==> src/rtl/tap_window_avg.sv <==
// tap_window_avg: 8-tap window sum/mean over a shift register's taps.
// A fill counter tracks how many samples the window holds. A 3-stage registered
// adder tree carries a valid tag, so only full windows produce a result strobe.
// The over flag compares the mean against THRESH (strictly greater).
module tap_window_avg #(
  parameter int                WIDTH  = 16,
  parameter logic [WIDTH-1:0]  THRESH = 16'h8000
) (
  input  logic               clk,
  input  logic               reset,
  input  logic               en,
  input  logic               clr,
  input  logic [WIDTH-1:0]   a,
  input  logic [WIDTH-1:0]   b,
  input  logic [WIDTH-1:0]   c,
  input  logic [WIDTH-1:0]   d,
  input  logic [WIDTH-1:0]   e,
  input  logic [WIDTH-1:0]   f,
  input  logic [WIDTH-1:0]   g,
  input  logic [WIDTH-1:0]   h,
  output logic [WIDTH+2:0]   sum,
  output logic [WIDTH-1:0]   avg,
  output logic               valid,
  output logic               over,
  output logic               full
);

  logic [3:0]       fill_cnt_r;
  logic [3:0]       fill_cnt_s;
  logic             full_r;
  logic             en_d_r;
  logic [WIDTH:0]   s1_ab_r, s1_cd_r, s1_ef_r, s1_gh_r;
  logic             tag1_r;
  logic [WIDTH+1:0] s2_lo_r, s2_hi_r;
  logic             tag2_r;
  logic [WIDTH+2:0] sum_r;
  logic [WIDTH-1:0] avg_r;
  logic             valid_r;
  logic             over_r;
  logic [WIDTH+2:0] sum_s;
  logic [WIDTH-1:0] avg_s;
  logic             over_s;

  // Next fill count: clr restarts the count, en advances it up to 8.
  always_comb begin
    fill_cnt_s = fill_cnt_r;
    if (clr) begin
      fill_cnt_s = 4'd0;
    end else if (en && (fill_cnt_r != 4'd8)) begin
      fill_cnt_s = fill_cnt_r + 4'd1;
    end else begin
      fill_cnt_s = fill_cnt_r;
    end
  end

  // Final adder stage and threshold compare on the value about to be registered.
  always_comb begin
    sum_s  = {1'b0, s2_lo_r} + {1'b0, s2_hi_r};
    avg_s  = sum_s[WIDTH+2:3];
    over_s = 1'b0;
    if (tag2_r && (avg_s > THRESH)) begin
      over_s = 1'b1;
    end else begin
      over_s = 1'b0;
    end
  end

  // Fill tracking and the one-cycle en delay that lines up with the shifted taps.
  always_ff @(posedge clk or negedge reset) begin
    if (!reset) begin
      fill_cnt_r <= 4'd0;
      full_r     <= 1'b0;
      en_d_r     <= 1'b0;
    end else begin
      fill_cnt_r <= fill_cnt_s;
      full_r     <= (fill_cnt_s == 4'd8);
      en_d_r     <= en & ~clr;
    end
  end

  // Stage 1: pairwise sums of the freshly shifted taps; tag marks a full window.
  always_ff @(posedge clk or negedge reset) begin
    if (!reset) begin
      s1_ab_r <= '0;
      s1_cd_r <= '0;
      s1_ef_r <= '0;
      s1_gh_r <= '0;
      tag1_r  <= 1'b0;
    end else begin
      if (en_d_r) begin
        s1_ab_r <= {1'b0, a} + {1'b0, b};
        s1_cd_r <= {1'b0, c} + {1'b0, d};
        s1_ef_r <= {1'b0, e} + {1'b0, f};
        s1_gh_r <= {1'b0, g} + {1'b0, h};
      end
      tag1_r <= en_d_r & full_r & ~clr;
    end
  end

  // Stage 2: two quad sums; data only moves when a tagged result is in flight.
  always_ff @(posedge clk or negedge reset) begin
    if (!reset) begin
      s2_lo_r <= '0;
      s2_hi_r <= '0;
      tag2_r  <= 1'b0;
    end else begin
      if (tag1_r) begin
        s2_lo_r <= {1'b0, s1_ab_r} + {1'b0, s1_cd_r};
        s2_hi_r <= {1'b0, s1_ef_r} + {1'b0, s1_gh_r};
      end
      tag2_r <= tag1_r & ~clr;
    end
  end

  // Stage 3: registered outputs; sum/avg hold between strobes, clr drops a pending strobe.
  always_ff @(posedge clk or negedge reset) begin
    if (!reset) begin
      sum_r   <= '0;
      avg_r   <= '0;
      valid_r <= 1'b0;
      over_r  <= 1'b0;
    end else begin
      if (tag2_r) begin
        sum_r <= sum_s;
        avg_r <= avg_s;
      end
      valid_r <= tag2_r & ~clr;
      over_r  <= over_s & ~clr;
    end
  end

  assign sum   = sum_r;
  assign avg   = avg_r;
  assign valid = valid_r;
  assign over  = over_r;
  assign full  = full_r;

endmodule

==> config.mk <==
export PLATFORM = sky130hd
export DESIGN_NAME = tap_window_avg
export DESIGN_NICKNAME = d
export VERILOG_FILES = /design/src/rtl/tap_window_avg.sv
export SDC_FILE = /design/constraint.sdc
export NUM_CORES = 1
export LEC_CHECK = 0
export ABC_AREA = 1
export BUFFER_PORTS_ARGS = -buffer_cell sky130_fd_sc_hd__buf_4
export CAP_MARGIN = 20
export CORE_ASPECT_RATIO = 0.9
export CORE_MARGIN = 2
export CORE_UTILIZATION = 45
export DETAILED_ROUTE_END_ITERATION = 10
export MAX_ROUTING_LAYER = met4
export PLACE_DENSITY_LB_ADDON = 0.05
export SLEW_MARGIN = 10
export SYNTH_ARGS = -nofsm -noshare
export SYNTH_HDL_FRONTEND = slang
export SYNTH_SLANG_ARGS = --single-unit
==> constraint.sdc <==
create_clock -name clk -period 5.5 [get_ports clk]
set_input_delay 1.1 -clock clk [delete_from_list [all_inputs] [get_ports clk]]
set_output_delay 1.1 -clock clk [all_outputs]
set_load 0.05 [all_outputs]
**Word level (Yosys, flattened, before mapping)**

Index checks and enable logic that the tools add are counted.

- Register bits: 149
- Bits of input ports: 132
- Output and inout port bits: 38
- Word-level logic and storage cells: 38

- $add $sub $neg: 8
- $lt $le $gt $ge: 1
- Eq/ne operators: 2
- Mux-type cells: 3
- Bitwise logic cells: 7
- Reduce and logical (&&, ||, !) cells: 2

Operators with widths:

| cell | count |
|---|---|
| $add A16 B16 Y17 | 4 |
| $add A17 B17 Y18 | 2 |
| $add A18 B18 Y19 | 1 |
| $gt A16 B16 Y1 const B | 1 |
| $mux W4 | 2 |
| $and A1 B1 Y1 | 6 |
| $add A4 B1 Y4 const B | 1 |
| $eq A4 B4 Y1 const B | 1 |
| $ne A4 B4 Y1 const B | 1 |
| $logic_and A1 B1 Y1 | 2 |
| $mux W1 | 1 |
| $not A1 Y1 | 1 |

**Logic depth before layout (Yosys ltp)**

Gate-level depths: netlist of the first run.

- Depth after elaboration: 5
- Gate-level depth with buffers: 17
- Mapped depth without buffers: 17

**Worst setup path before layout of the first run**

OpenSTA, ideal clock, no wires.

- Path type: input -> register
- Start: in c[0]
- End: reg s1_cd_r[14]
- Arrival: 2.393 ns
- Setup slack: 2.989 ns
- Cell stages on the path: 12
- Buffers on the path: 0
- Cell sequence: ha_1 > inv_1 > fa_1 > inv_1 > nand3_1 > nand2_1 > a21boi_1 > nand3b_1 > nand2_1 > nand2_1 > nand3_1 > nand2_1

- Word-level cells in the longest chain between the ends: 1

RTL lines:

| what | RTL line | text |
|---|---|---|
| start, declared | 15 | `input logic [WIDTH-1:0] c,` |
| $add A16 B16 Y17 | 92 | `s1_cd_r <= {1'b0, c} + {1'b0, d};` |
| end signal, assigned | 92 |  |
| end, declared | 32 | `logic [WIDTH:0] s1_ab_r, s1_cd_r, s1_ef_r, s1_gh_r;` |

No other way between the ends.
A chain may end at the register's enable or synchronous reset.

**Final worst setup path of the first run**

- Start: in g[0]
- End: reg s1_gh_r[16]

- Word-level cells in the longest chain between the ends: 1

RTL lines:

| what | RTL line | text |
|---|---|---|
| start, declared | 19 | `input logic [WIDTH-1:0] g,` |
| $add A16 B16 Y17 | 94 | `s1_gh_r <= {1'b0, g} + {1'b0, h};` |
| end signal, assigned | 94 |  |
| end, declared | 32 |  |

No other way between the ends.

==> results of run 1 <==
## metal layers
metal / wire length [um] / vias up / part of all wire (%)
met5: 0 / - / 0
met4: 384 / 0 / 1.4
met3: 1026 / 28 / 3.8
met2: 11070 / 220 / 41
met1: 14270 / 4386 / 53
li1: - / 5214 / -
## path summary, 6_finish.rpt
check                             from     endpoint  slack (ns)  cells after the start
worst max register to register  en_d_r   s1_cd_r[2]        3.14                      6
min in group asynchronous        reset       sum[2]        0.77                      1
worst min-delay path            sum[0]       sum[0]        0.47                      2
worst max-delay path              g[0]  s1_gh_r[16]        3.04                     12
worst min register to register  sum[0]       sum[0]        0.47                      2
max in group asynchronous        reset  s1_ef_r[14]        3.68                      2
## flip-flops by register name, indices dropped and copies added, names as in the netlist
signal,count
valid,1
s1_ab_r,17
sum,3
s1_cd_r,17
en_d_r,1
tag2_r,1
avg,16
over,1
s1_gh_r,17
s1_ef_r,17
s2_hi_r,18
s2_lo_r,18
full,1
fill_cnt_r,4
tag1_r,1
## stage by stage
step / utilization [%] / hold WS, ns / setup slack [ns] / power, mW
floorplan: - / 0.4459 / 2.989 / 2.278
global placement: 52.01 / 0.4574 / 2.632 / 2.697
detailed placement: 52.01 / 0.4614 / 2.618 / 2.705
CTS: 54.31 / 0.4772 / 3.073 / 3.765
global route: 54.31 / 0.5106 / 2.841 / 4.028
finish: 54.31 / 0.4715 / 3.044 / 3.730
## power by group through the flow
stage	clock network, mW	registers [mW]	logic (mW)
finish	1.04	1.20	1.49
global route	1.11	1.22	1.70
CTS	1.07	1.20	1.50
detailed placement	0	1.22	1.49
global placement	0	1.22	1.48
floorplan	0	1.22	1.06
## worst max-delay path: stages
cell	delay [ns]
buf_4	0.08
ha_1	0.18
inv_1	0.06
fa_1	0.36
inv_1	0.09
nand3_1	0.08
nand2_1	0.19
a21boi_1	0.14
nand3b_1	0.21
nand2_1	0.10
nand3_1	0.07
a21oi_1	0.13
## cell usage after synthesis (11+ instances only)
library cell / number / area share, %
inv_1: 136 / 4.8
ha_1: 118 / 14
dfrtp_1: 133 / 31
nand4_1: 15 / 0.88
a21oi_1: 98 / 4.6
buf_4: 16 / 1.1
o21ai_0: 97 / 4.5
nor3_1: 11 / 0.52
o21bai_1: 14 / 0.98
a31oi_1: 20 / 1.2
nand2_1: 400 / 14
nand3_1: 103 / 4.8
clkbuf_1: 18 / 0.63
nand2_2: 19 / 1.1
xor2_1: 26 / 2.1
nor2_1: 124 / 4.4
xnor2_1: 22 / 1.8
## layout by cell type, fill, tap and decap left out, drive strengths merged, types with 15 or more instances in the layout
cell and instances:
o21ai 108, a31oi 20, buf 172, inv 145, xor2 26, nand2 419
dfrtp 133, nand4 15, xnor2 22, nand3 105, a21oi 102, ha 118
clkbuf 20, nor2 130
## cell families after synthesis
logic type	Yosys count	synth area share [%]
and+or+nand+nor	695	27.36
AOI/OAI and AO/OA	286	15.36
buffers and inverters	185	7.094
DFF	133	31.14
adders and majority gates	125	15.12
xor gates and xnor gates	48	3.933
## area by class of cell
cell class,count,area [um^2],share of cell area [%]
tap,302,377.9,2.981
clock buffer,20,456.7,3.602
clock inverter,12,80.08,0.6317
inverter,143,536.8,4.234
multi-input combinational,1154,6603,52.08
timing repair buffer,172,1295,10.22
sequential,133,3328,26.25
==> impl_results.md, run 1 <==
- Status: complete, no violations
- DR WL/cell: 13.82 um
- Clock tree sinks: 133
- Count of cell types in the netlist: 42
- Setup TNS: 0 ns
- Met3 Use GR: 3.102%
- Reg clk slew, reported paths: 0.06 ns
- Most used DFF post-synth: dfrtp_1
- Worst Tran Pin Value: 0.8354 ns
- Min-Delay Path Class: reg2reg
- Comb pwr share: 39.9%
- # placed instances: 1904
- Yosys warns: 0
- Final wirelength: 26750 um
- Crit end category: flip-flop
- Placed wire-length estimate: 21700 um
- Postcts setup bufs: 0
- Cell Count, Final, Fillers Out: 1936
- I/O pin count: 170
- GRT met1 Usage: 32.65%
- Worst path required time: 5.85 ns
- Antenna violations before repair: 0
- Design Area, Final: 12680 um^2
- CTS tree: built
- Clk buf depth: 2
- Largest net degree at the start of global routing: 94
- Min Tclk post-route: 2.456 ns
- DRC: 0
- Crit path DAT: 2.80 ns
- Startpoint Class: primary input
- Max-slew violations: 0
- Gr usage total: 22.79%
- Root Driver: clkbuf_16
- Initial DRT Pass Iterations: 5
- Gpl congestion: 0.9380
- Vias in the first global route: 9289
- Share of cells above drive strength 1: 15.30%
- P_sw: 1.455 mW
- Final #Nets: 1878
- Number of fill cells: 2316
- Total core area: 23340 um^2
- Post-synthesis average cell area: 7.262 um^2
- Clk_skew: 0.009616 ns
- Post-CTS Hold Buffers: 0
- H-Tree Depth: 4
- Routing usage on met2: 34.21%
- Register area share after synthesis: 31.14%
- ANT nets after route: 0
- Crit Path Category: in2reg
- Cell Rows: 53
- Power Dens Cells: 294.3 nW/um^2
- P&R area growth vs syn: 18.60%
- Total gr overflow: 0
- Leak: 6.717 nW
- Die area: 25000 um^2
- Die W: 166.5 um
- RSZ-0062 raised after global routing: false
- Via count: 9848
- Initial DRC count: 660
- Max_cap viols: 0
- Fin crit share: 44.66%
- Vias/cell: 5.087
- Clock power frac: 27.9%
- Critical Path Fanout Max: 4
- Reg power frac: 32.2%
- CTS resizes: 0
- Port bufs: 169
- Int Power: 2.276 mW
- Number of synthesized flops with an enable pin: 0
- Initial core utilization: 45.79%
- Cells after Synth: 1472
- #FFs+latches synth: 133
- Worst skew pair latency: 0.42 ns
- Diodes inserted: 0
- Mapped Area: 10690 um^2
- Grt peak-use layer: met2
- Syn nets: 1729
- Worst vdd ir: 0.0002311 V
- Fraction of registers with async set/reset: 100.0%
- Die extent in y: 150.2 um
- Final hold vios: 0
- Num CTS Buffers: 17
- Fmax: 0.4071 GHz
- First-pass GRT wire length: 45220 um
- Cell area after placement: 12140 um^2
- Finish-stage setup viols: 0
- Sw Share: 39.00%
- Rel. slew slack: 44.31%
Power figures use the tool's default switching activity.
==> inputs of run 2 (changes only) <==
==> constraint.sdc (replaced) <==
create_clock -name clk -period 2.2 [get_ports clk]
set_input_delay 0.44 -clock clk [delete_from_list [all_inputs] [get_ports clk]]
set_output_delay 0.44 -clock clk [all_outputs]
set_load 0.05 [all_outputs]
==> run 2 against run 1 <==
Sequential cell count unchanged. Clock skew fell by 0.0025 ns. Largest cell class unchanged. Count of clock-buffer cells in the layout fell by 2. Sequential power increased to 2.5 times the previous value. Setup slack lost 2.9 ns. Largest power group unchanged. Total power rose to 2.7 times the previous value. Final area rose by 3.3%. Die area unchanged.
==> impl_results.md, run 2 (synthesis gave the netlist of run 1 again) <==
- Status: complete, no violations
- ANT nets after route: 0 (unchanged)
- Clk buf depth: 2 (unchanged)
- Number of fill cells: 2338 (+0.95%)
- Crit Path Category: reg2reg
- I/O pin count: 170 (unchanged)
- Startpoint Class: flip-flop
- Sw Share: 37.54% (-1.5 points)
- First-pass GRT wire length: 46200 um (+2.2%)
- Slowest stage delay, CP: 0.38 ns (+0.02 ns)
- Largest net degree at the start of global routing: 108 (+15%)
- Die extent in y: 150.2 um (unchanged)
- Final wirelength: 27600 um (+3.2%)
- DRC: 0 (unchanged)
- Fmax: 0.4867 GHz
- Cell Count, Final, Fillers Out: 1961 (+1.3%)
- Fin crit share: 93.38%
- Worst Path Buf+Inv: 2 (-1)
- Cell repeated most along the worst path: nand3_1
- P_sw: 3.732 mW (+160%)
- Gr usage total: 23.28% (+0.49 points)
- Initial core utilization: 45.79% (unchanged)
- Initial DRC count: 527 (-20%)
- Placed wire-length estimate: 22350 um (+3.0%)
- Crit end category: flip-flop
- Power Dens Cells: 759.5 nW/um^2 (+160%)
- Regs by FF count: s2_hi_r: 18 flops, s2_lo_r: 18 flops
- H-Tree Depth: 4 (unchanged)
- Total power: 9.944 mW (+170%)
- Critical Path Fanout Max: 3 (-1)
- Final #Nets: 1903 (+1.3%)
- Leak: 6.904 nW (+2.8%)
- Finish-stage setup viols: 0 (unchanged)
- Delay-heaviest family, CP: simple AND/OR/NAND/NOR gates
- Crit path DAT: 2.41 ns (-0.39 ns)
- Num CTS Buffers: 17 (unchanged)
- Comb pwr share: 38.6% (-1.3 points)
- Clock power frac: 31.1% (+3.2 points)
- Worst Tran Pin Value: 0.4732 ns (-0.3622 ns)
- P&R area growth vs syn: 22.49%
- Die area: 25000 um^2 (unchanged)
- Worst path required time: 2.56 ns (-3.29 ns)
- Reg clk slew, reported paths: 0.06 ns (about the same)
- Vias/cell: 5.073 (-0.27%)
- Via count: 9948 (+1.0%)
- RSZ-0062 raised after global routing: true
- Final hold vios: 0 (unchanged)
- Rel. slew slack: 68.45% (+24 points)
- Int Power: 6.211 mW (+170%)
- Cell Rows: 53 (unchanged)
- Total core area: 23340 um^2 (unchanged)
- Worst vdd ir: 0.0005722 V (+150%)
- Share of cells above drive strength 1: 17.66% (+2.4 points)
- Diodes inserted: 0 (unchanged)
- Clock tree sinks: 133 (unchanged)
- Clk_skew: 0.007067 ns (-0.002549 ns)
- Port bufs: 169 (unchanged)
- Total gr overflow: 0 (unchanged)
- Min Tclk post-route: 2.054 ns
- Min-Delay Path Class: in2reg
- # placed instances: 1928 (+1.3%)
- Initial DRT Pass Iterations: 5 (unchanged)
- Max-slew violations: 0 (unchanged)
- Most common cell after layout, fill and taps aside: nand2_1
- CTS tree: built
- Worst skew pair latency: 0.42 ns (about the same)
- Die W: 166.5 um (unchanged)
- Reg power frac: 30.3% (-1.9 points)
- DR WL/cell: 14.07 um (+1.8%)
- Postcts setup bufs: 0 (unchanged)
- Root Driver: clkbuf_16
- Worst path slowest cell: dfrtp_1
- Vias in the first global route: 9442 (+1.6%)
- Gpl congestion: 0.9162 (-2.3%)
- Antenna violations before repair: 0 (unchanged)
- Commonest non-fill, non-tap cells in the layout: nand2_1 (398), buf_4 (191), inv_1 (134), dfrtp_1 (133), nor2_1 (123)
- Worst-path cell chain: ha_1 > inv_1 > fa_1 > inv_1 > nand3_1 > nand2_2 > a21boi_4 > o21ai_2 > nand3_1 > nand2_1 > or2_1 > nand3_1 > nand2_1
- Max_cap viols: 0 (unchanged)
-- run 2: power groups by stage --
stage / Sequential [mW] / Clock, mW / Combinational, mW
3_5_place_dp: 3.05 / 0 / 3.80
3_3_place_gp: 3.04 / 0 / 3.78
6_report: 3.01 / 3.09 / 3.84
2_1_floorplan: 3.05 / 0 / 2.64
5_1_grt: 3.05 / 3.25 / 4.36
4_1_cts: 3.01 / 3.15 / 3.82
-- run 2: final timing paths --
path | slack, ns | depth (start not counted) | endpoint | start
worst min register to register | 0.47 | 2 | sum[0] | sum[0]
max in group asynchronous | 1.08 | 3 | s1_ef_r[4] | reset
min in group asynchronous | 0.51 | 2 | sum[2] | reset
worst max register to register | 0.15 | 13 | s2_hi_r[10] | s1_gh_r[0]
worst max-delay path | 0.15 | 13 | s2_hi_r[10] | s1_gh_r[0]
worst min-delay path | 0.23 | 2 | tag1_r | clr
-- run 2: metal layers --
| layer | up-vias | GRT usage, % | part of all wire, % |
|---|---|---|---|
| li1 | 5255 | - | - |
| met1 | 4466 | 33.03 | 52 |
| met2 | 208 | 35.72 | 43 |
| met3 | 19 | 3.155 | 3.8 |
| met4 | 0 | 5.043 | 0.95 |
| met5 | - | - | 0 |
-- run 2: what timing repair did --
action	CTS	global route
endpoints found under the hold margin	44	0
gates resized for setup	0	21
endpoints found under the setup margin	0	6
hold buffers	1	0
-- run 2: layout make-up --
cell class	count	area (um^2)	area share, %
clock inverter	14	197.7	1.510
multi-input combinational	1154	6678	51.00
clock buffer	18	439.2	3.354
timing repair buffer	197	1535	11.73
sequential	133	3328	25.42
inverter	143	536.8	4.100
tap	302	377.9	2.886
-- run 2: through the flow --
step	utilization (%)	area (um^2)	hold slack [ns]	worst slack [ns]	TNS, ns
after floorplan	-	10690	0.1444	0.2245	0
after global placement	53.00	12370	0.4075	0.03661	0
after detailed placement	53.00	12370	0.4093	0.02790	0
after CTS	55.77	13020	0.2129	0.02335	0
after global routing	56.09	13090	0.2234	-0.009285	-0.01093
final	56.09	13090	0.2291	0.1456	0
-- run 2: worst register-to-register path, delay by kind of cell, from the launching register on --
kind	cells	cell delay (ns)
and+or+nand+nor	7	0.65
adders and majority gates	2	0.57
DFF	1	0.38
AOI/OAI and AO/OA	2	0.23
buffers and inverters	2	0.16
==> inputs of run 3 (changes only) <==
--- a/config.mk
+++ b/config.mk
@@ -9,7 +9,7 @@
 export BUFFER_PORTS_ARGS = -buffer_cell sky130_fd_sc_hd__buf_4
 export CAP_MARGIN = 20
 export CORE_ASPECT_RATIO = 0.9
-export CORE_MARGIN = 2
+export CORE_MARGIN = 5
 export CORE_UTILIZATION = 45
 export DETAILED_ROUTE_END_ITERATION = 10
 export MAX_ROUTING_LAYER = met4
==> run 3 against run 2 <==
Sequential cell count unchanged. Register-to-register slack is essentially flat. Clock power decreased by 7.8%. Count of clock-buffer cells in the layout is 1 higher. Setup slack gained 0.014 ns. Hold slack improved by 0.016 ns. Cell count rose by 0.31%. Sequential share of layout area rose by 0.073 points. Die area grew 7.7%. Global-route usage shrank 1.7 points. Fmax up 0.68%. Largest cell class unchanged.
==> impl_results.md, run 3 (synthesis gave the netlist of run 1 again) <==
- Cell area after placement: 12390 um^2 (+0.18%)
- Setup TNS: 0 ns (unchanged)
- Root Driver: clkbuf_16
- Number of fill cells: 2305 (-1.4%)
- Leak: 6.906 nW (about the same)
- Setup crit start: s2_hi_r[0]
- Via count: 9967 (+0.19%)
- Largest net degree at the start of global routing: 50 (-54%)
- Finish-stage setup viols: 0 (unchanged)
- Max-slew violations: 0 (unchanged)
- R2r endpoint: over
- H-Tree Depth: 4 (unchanged)
- Fmax: 0.4900 GHz (+0.68%)
- Diodes inserted: 0 (unchanged)
- Min-Delay Path Class: in2reg
- Clk_skew: 0.008050 ns (+0.0009830 ns)
- ANT nets after route: 0 (unchanged)
- Worst skew pair latency: 0.42 ns (about the same)
- Critical Path Fanout Max: 3 (unchanged)
- Initial DRT Pass Iterations: 5 (unchanged)
- Worst r2r src: s2_hi_r[0]
- P&R area growth vs syn: 22.13%
- Crit Path Category: reg2reg
- Fin crit share: 92.76% (-0.63 points)
- Design Area, Final: 13060 um^2 (-0.29%)
- Die extent in y: 156.2 um (+4.0%)
- Min Tclk post-route: 2.041 ns (-0.01381 ns)
- Share of cells above drive strength 1: 17.48% (-0.18 points)
- Clock tree sinks: 133 (unchanged)
- Most common cell after layout, fill and taps aside: nand2_1
- Regs by FF count: s2_hi_r: 18 flops, s2_lo_r: 18 flops
- Crit path capture: over
- Initial DRC count: 515 (-2.3%)
- Crit end category: flip-flop
- Placed wire-length estimate: 22880 um (+2.4%)
- Reg2Reg Setup Slack: 0.16 ns (about the same)
- Gr usage total: 21.62% (-1.7 points)
- Worst path required time: 2.52 ns (-0.04 ns)
- Cell repeated most along the worst path: nand3_1
- Vias/cell: 5.067 (-0.11%)
- Final wirelength: 27700 um (+0.37%)
- I/O pin count: 170 (unchanged)
- Die area: 26940 um^2 (+7.7%)
- Antenna violations before repair: 0 (unchanged)
- Vias in the first global route: 9550 (+1.1%)
- Worst-path cell chain: ha_2 > inv_1 > fa_2 > inv_2 > buf_4 > nand3_1 > nand4_1 > nand2_1 > nor2_1 > nand3_1 > nor2_2 > nand3_1 > nand2_1 > inv_1
- Commonest non-fill, non-tap cells in the layout: nand2_1 (399), buf_4 (197), inv_1 (134), dfrtp_1 (133), nor2_1 (123)
- Worst Tran Pin Value: 0.4528 ns (-0.02043 ns)
- Port bufs: 169 (unchanged)
- Slowest stage delay, CP: 0.36 ns (-0.02 ns)
- RSZ-0062 raised after global routing: true
- First-pass GRT wire length: 46060 um (-0.31%)
- Worst path slowest cell: dfrtp_1
- Total gr overflow: 0 (unchanged)
- Rel. slew slack: 69.50% (+1.0 points)
- Max_cap viols: 0 (unchanged)
- DRC: 0 (unchanged)
- Power Dens Cells: 741.9 nW/um^2 (-2.3%)
- Status: complete, no violations
- Final #Nets: 1909 (+0.32%)
- Final hold vios: 0 (unchanged)
- Total core area: 23410 um^2 (+0.28%)
- Gpl congestion: 0.8979 (-2.0%)
- Worst vdd ir: 0.0005853 V (+2.3%)
- Crit path DAT: 2.36 ns (-0.05 ns)
- Startpoint Class: flip-flop
- Initial core utilization: 45.66% (-0.13 points)
- Reg clk slew, reported paths: 0.06 ns (about the same)
- Cell Rows: 53 (unchanged)
- Die W: 172.5 um (+3.6%)
- R2r worst-path depth: 14 (+1)
- Num CTS Buffers: 17 (unchanged)
- CTS tree: built
- Clk buf depth: 2 (unchanged)
- DR WL/cell: 14.08 um (about the same)
run 3: where the power goes:
| group | internal (mW) | switching, mW | leakage (nW) | total, mW |
|---|---|---|---|---|
| Combinational | 1.50 | 2.32 | 4.99 | 3.82 |
| Clock | 1.78 | 1.08 | 0.283 | 2.85 |
| Sequential | 2.76 | 0.247 | 1.63 | 3.01 |
| Total | 6.04 | 3.64 | 6.91 | 9.68 |
run 3: area by class of cell:
cell class                 instances  area [um^2]  area share, %
clock buffer                      19        432.9          3.316
inverter                         143        536.8          4.112
tap                              302        377.9          2.894
multi-input combinational       1154         6640          50.86
sequential                       133         3328          25.49
timing repair buffer             203         1580          12.10
clock inverter                    13        158.9          1.217
run 3: worst min-delay path by stage:
stage	from	cells past startpoint	to	slack, ns
global route	clr	2	tag2_r	0.24
CTS	en	3	en_d_r	0.23
global placement	reset	1	sum[0]	0.39
floorplan	reset	0	avg[0]	0.14
finish	en	3	en_d_r	0.24
detailed placement	reset	1	sum[0]	0.39
run 3: layer usage:
layer | track usage (%) | part of all wire [%] | vias up
met5 | - | 0 | -
met4 | 4.641 | 0.91 | 0
met3 | 3.107 | 5.0 | 19
met2 | 32.17 | 43 | 214
met1 | 31.42 | 51 | 4469
li1 | - | - | 5265
run 3: per-stage QoR:
stage	setup WS [ns]	hold slack (ns)	cells	power [mW]	util (%)
2_1_floorplan	0.2245	0.1444	1472	5.694	-
3_3_place_gp	0.08894	0.3861	1931	6.804	52.94
3_5_place_dp	0.03393	0.3858	1931	6.831	52.94
4_1_cts	0.03706	0.2291	1964	9.735	55.51
5_1_grt	-0.06073	0.2407	1967	10.45	55.77
6_report	0.1594	0.2450	1967	9.685	55.77
run 3: worst max-delay path: cells and delay by family, from the launching register on:
family	cells	cell delay, ns
and+or+nand+nor	8	0.77
adders and majority gates	2	0.53
DFF	1	0.36
buffers and inverters	4	0.27
run 3: timing repair:
action | in CTS | in global routing
setup endpoints to repair | 0 | 6
buffers inserted | 0 | 3
hold endpoints to repair | 40 | 0
hold buffers | 1 | 0
resized for setup | 0 | 12
